**src/rtl/counter_value_fifo.sv**
```systemverilog
// -----------------------------------------------------------------------------
// counter_value_fifo
//
// Purpose:
//   Small synchronous FIFO that stores snapshots of the up/down counter value.
//   Pushes and pops are requested by button press detectors using a level
//   request / one-cycle ack handshake. Each request is serviced exactly once:
//   a request is serviced on an edge where the request is high and its ack is
//   low, and the registered ack pulse then masks the still-high request on the
//   following edge while the requester drops it.
//
// Handshake (push and pop are identical):
//   A request is serviced at a rising edge where req=1 and ack=0. The ack is
//   high for exactly the cycle after the servicing edge. While the ack is high,
//   the request is ignored, so at most one service happens every two cycles.
//
// Ports:
//   clock      in   1             rising-edge clock (debouncing clock)
//   reset      in   1             synchronous, active-high reset
//   pushReq    in   1             level push request
//   pushAck    out  1             one-cycle pulse, push serviced
//   popReq     in   1             level pop request
//   popAck     out  1             one-cycle pulse, pop serviced
//   dataIn     in   WIDTH         value stored on a serviced push
//   dataOut    out  WIDTH         head entry, 0 when empty
//   count      out  DEPTH_BITS+1  number of stored entries
//   empty      out  1             count == 0
//   full       out  1             count == 2**DEPTH_BITS
//   overflow   out  1             sticky, push serviced while full
//   underflow  out  1             sticky, pop serviced while empty
// -----------------------------------------------------------------------------
module counter_value_fifo #(
   parameter int WIDTH      = 4,
   parameter int DEPTH_BITS = 2
) (
   input  logic                  clock,
   input  logic                  reset,
   input  logic                  pushReq,
   output logic                  pushAck,
   input  logic                  popReq,
   output logic                  popAck,
   input  logic [WIDTH-1:0]      dataIn,
   output logic [WIDTH-1:0]      dataOut,
   output logic [DEPTH_BITS:0]   count,
   output logic                  empty,
   output logic                  full,
   output logic                  overflow,
   output logic                  underflow
);

   localparam int DEPTH = 1 << DEPTH_BITS;
   localparam logic [DEPTH_BITS:0]   CNT_FULL = (DEPTH_BITS + 1)'(DEPTH);
   localparam logic [DEPTH_BITS:0]   CNT_ONE  = 1;
   localparam logic [DEPTH_BITS-1:0] PTR_ONE  = 1;

   // Storage and registered state
   logic [WIDTH-1:0]      r_mem [DEPTH];
   logic [DEPTH_BITS-1:0] r_wr_ptr;
   logic [DEPTH_BITS-1:0] r_rd_ptr;
   logic [DEPTH_BITS:0]   r_count;
   logic                  r_push_ack;
   logic                  r_pop_ack;
   logic                  r_overflow;
   logic                  r_underflow;

   // Decoded service decisions
   logic w_push_svc;
   logic w_pop_svc;
   logic w_empty;
   logic w_full;
   logic w_do_pop;
   logic w_do_push;
   logic w_overflow_evt;
   logic w_underflow_evt;

   // A request is serviced only when its ack is low; the high ack cycle
   // hides the request the requester is in the middle of dropping.
   assign w_push_svc = pushReq & ~r_push_ack;
   assign w_pop_svc  = popReq  & ~r_pop_ack;

   assign w_empty = (r_count == '0);
   assign w_full  = (r_count == CNT_FULL);

   // A pop on an empty FIFO does nothing but flag underflow. A push on a full
   // FIFO is still performed if a real pop in the same edge frees the head
   // entry, which is exactly the entry the write pointer addresses.
   assign w_do_pop        = w_pop_svc & ~w_empty;
   assign w_do_push       = w_push_svc & (~w_full | w_do_pop);
   assign w_overflow_evt  = w_push_svc & w_full & ~w_do_pop;
   assign w_underflow_evt = w_pop_svc & w_empty;

   // Control state
   always_ff @(posedge clock) begin
      if (reset) begin
         r_wr_ptr    <= '0;
         r_rd_ptr    <= '0;
         r_count     <= '0;
         r_push_ack  <= 1'b0;
         r_pop_ack   <= 1'b0;
         r_overflow  <= 1'b0;
         r_underflow <= 1'b0;
      end else begin
         r_push_ack <= w_push_svc;
         r_pop_ack  <= w_pop_svc;

         if (w_do_push) begin
            r_wr_ptr <= r_wr_ptr + PTR_ONE;
         end
         if (w_do_pop) begin
            r_rd_ptr <= r_rd_ptr + PTR_ONE;
         end

         case ({w_do_push, w_do_pop})
            2'b10:   r_count <= r_count + CNT_ONE;
            2'b01:   r_count <= r_count - CNT_ONE;
            default: r_count <= r_count;
         endcase

         if (w_overflow_evt) begin
            r_overflow <= 1'b1;
         end
         if (w_underflow_evt) begin
            r_underflow <= 1'b1;
         end
      end
   end

   // Data storage carries no reset; dataOut is masked while empty, so stale
   // contents are never visible.
   always_ff @(posedge clock) begin
      if (!reset && w_do_push) begin
         r_mem[r_wr_ptr] <= dataIn;
      end
   end

   // Outputs: registered state or decoded from registered state only
   assign dataOut   = w_empty ? '0 : r_mem[r_rd_ptr];
   assign count     = r_count;
   assign empty     = w_empty;
   assign full      = w_full;
   assign pushAck   = r_push_ack;
   assign popAck    = r_pop_ack;
   assign overflow  = r_overflow;
   assign underflow = r_underflow;

endmodule

```
**config.mk**
```make
export PLATFORM = sky130hd
export DESIGN_NAME = counter_value_fifo
export DESIGN_NICKNAME = d
export VERILOG_FILES = /design/src/rtl/counter_value_fifo.sv
export SDC_FILE = /design/constraint.sdc
export NUM_CORES = 1
export LEC_CHECK = 0
export ABC_AREA = 1
export BUFFER_PORTS_ARGS = -buffer_cell sky130_fd_sc_hd__clkbuf_2
export CORE_ASPECT_RATIO = 0.7
export CORE_MARGIN = 10
export CORE_UTILIZATION = 35
export DETAILED_ROUTE_END_ITERATION = 8
export PLACE_DENSITY = 0.52
export SLEW_MARGIN = 40
export SYNTH_ARGS = -nofsm -noshare
export SYNTH_HDL_FRONTEND = slang
export SYNTH_SLANG_ARGS = --single-unit
export TNS_END_PERCENT = 30
```
**constraint.sdc**
```tcl
create_clock -name clock -period 1.7 [get_ports clock]
set_input_delay 0 -clock clock [delete_from_list [all_inputs] [get_ports clock]]
set_output_delay 0 -clock clock [all_outputs]
set_load 0.005 [all_outputs]
```
==> run summary <==
outcome = finished clean
die footprint = 6519 um2
register area share after synthesis = 0.5781
Non-Filler Instances = 220
Worst Path Required = 1870 ps
fin area = 1647 um2
Initial DRC Count = 63
peak supply drop = 0.0004368 V
worst skew pair latency = 280 ps
Fmax = 0.6423 GHz
Slowest cell on crit path = fa_2
CP most frequent cell = nand2_4
commonest cells after routing, fill and taps aside = nor2_1, clkbuf_2, inv_1
via count = 954
PD cells = 1078 nW/um2
Power Total = 1.775 mW
crit-path max FO = 4
Seq cells post-synth = 29
Rel. slew slack = 0.7803
Buffers on Ports = 20
Ys Warns = 0
DP Area = 1476 um2
leakage power = 0.7317 nW
H-tree depth = 2
io pins = 21
final setup violating endpoints = 0
share of cells above drive strength 1 = 0.3176
root buf cell = clkbuf_8
first-pass GRT wire length = 4.374 mm
Yosys top cell area share = 0.3750
Final Cycle Share = 0.9159
total CTS buffers = 5
Yosys top cell by area = edfxtp_1
DRT Pass-1 Iters = 4
gp weighted congestion = 0.7559
vias in the first global route = 925
Die Span X = 92.32 um
Setup WS post-layout = 143.0 ps
pre-CTS WS = 54.49 ps
Synth area leaders = edfxtp_1, dfxtp_1, nor2_1
main combinational cell family by area after synthesis = simple AND/OR/NAND/NOR gates
Period minus WS final = 1557 ps
Hold Fails Final Rpt = 0
CP startpoint kind = flop
Syn Std Cell Area = 1281 um2
Synth Area in XOR/XNOR = 0.006836
CORE AREA = 3513 um2
Synth Area in Adders = 0.05469
post-DP HPWL = 2.006 mm
TritonCTS clock tree = built
Worst EP arrival = 1730 ps
total gr overflow = 0
most common cell after layout, fill and taps aside = nor2_1
Crit Path Category = reg2reg
Final ANT Viol Nets = 0
CP max stage delay = 380 ps
clk sinks = 29
std cell rows = 18
initial antenna violation count = 0
vias per std cell = 4.336
Post-Syn Nets = 142
Final Skew = 10.04 ps
Detailed Route WL = 2.656 mm
Main synth FF type = edfxtp_1
P&R area growth vs syn = 28.52%
Inst Count DP = 203
syn_area_per_cell = 9.932 um2
Hold Crit Class = in2reg
wire per inst = 12.07 um
Synth cell types = 22
CP Capture Type = flop
GRT Total Usage = 0.08588
Max-Cap Viols = 0
Worst-path clk slew = 60 ps
Starting Density = 0.3647
Nets = 182
Async SR Flop Fraction = 0
Synth Area in Compound Gates = 0.1035
Post-synth EDFFs = 16
pin count of the biggest net entering global routing = 10
Die Y = 70.62 um
multiplexer share of the synthesized area = 0
Critical Path, Cell by Cell = nor2_2, nand2_2, nand2_4, inv_4, nand2_4, fa_2, inv_1, nand4_1, a21oi_1, nor2_1
Post-route DRC = 0
RSZ-0062 raised after global routing = false
Synth Area in Simple Gates = 0.1895
Setup TNS = 0 ps
Slew Viols, Final = 0
ant diodes = 0
Cells after Synth = 129
Worst Tran Pin Value = 329.0 ps
CTS max path bufs = 2
==> timing repair <==
| action | 4_1_cts | 5_1_grt |
|---|---|---|
| setup buffers | 0 | 4 |
| setup endpoints to repair | 0 | 1 |
| hold endpoints to repair | 20 | 0 |
| gates resized for setup | 0 | 6 |
| hold buffers | 5 | 0 |
==> cell usage after synthesis (2+ instances only) <==
cell type,number
a21oi_1,12
nand4_1,2
nand2_1,9
nand3_1,3
inv_1,19
nand2_2,2
ha_1,4
nor2_2,2
o21ai_0,9
nand2_4,4
nor2_1,24
edfxtp_1,16
o21ai_2,2
dfxtp_1,13
==> report_power, final <==
group	internal [mW]	total, mW	leakage [nW]	switching, mW
Sequential	0.793	0.834	0.253	0.0409
Clock	0.286	0.519	0.0422	0.233
Combinational	0.178	0.423	0.436	0.245
==> cell families after synthesis <==
logic type,Yosys count
DFF,29
AOI/OAI and AO/OA,24
adders and majority gates,5
buffers and inverters,22
xor gates and xnor gates,1
and+or+nand+nor,48
==> sequential cells by signal, summed over array words and instances, names as in the netlist, named ones only <==
name,count
r_mem,16
count,3
popAck,1
pushAck,1
r_wr_ptr,2
r_rd_ptr,2
underflow,1
overflow,1
==> metrics by stage <==
stage,hold slack [ps],utilization
final,149.6,0.4687
after global routing,180.0,0.4687
after CTS,139.8,0.4576
after detailed placement,228.1,0.4202
after global placement,222.5,0.4202
after floorplan,66.87,-
==> cell type report <==
class / count / area, um2
multi-input cells: 78 / 456.7
inverters: 21 / 81.33
fillers: 350 / 1867
flip-flops and latches: 29 / 747.0
well taps: 50 / 62.56
clock buffers: 7 / 76.32
clock inverters: 1 / 5.005
repair buffers: 34 / 217.7
==> metal layers <==
metal | global-route usage | part of all wire
met1 | 0.09761 | 0.46
met2 | 0.1336 | 0.47
met3 | 0.04004 | 0.052
met4 | 0.04266 | 0.022
met5 | 0 | 0
==> critical path: cells and delay by family, from the launching register on <==
kind,cells,cell delay [ps]
and+or+nand+nor,6,420
adders and majority gates,1,380
DFF,1,360
AOI/OAI and AO/OA,1,160
buffers and inverters,2,140
==> path summary, 6_finish.rpt <==
kind              slack, ps       from  cells past startpoint        end
setup / recovery        140   count[0]                     10   count[2]
hold / removal          150    pushReq                      3    pushAck
setup reg to reg        140   count[0]                     10   count[2]
hold reg to reg         470  underflow                      2  underflow
(Power assumes the default switching activity.)
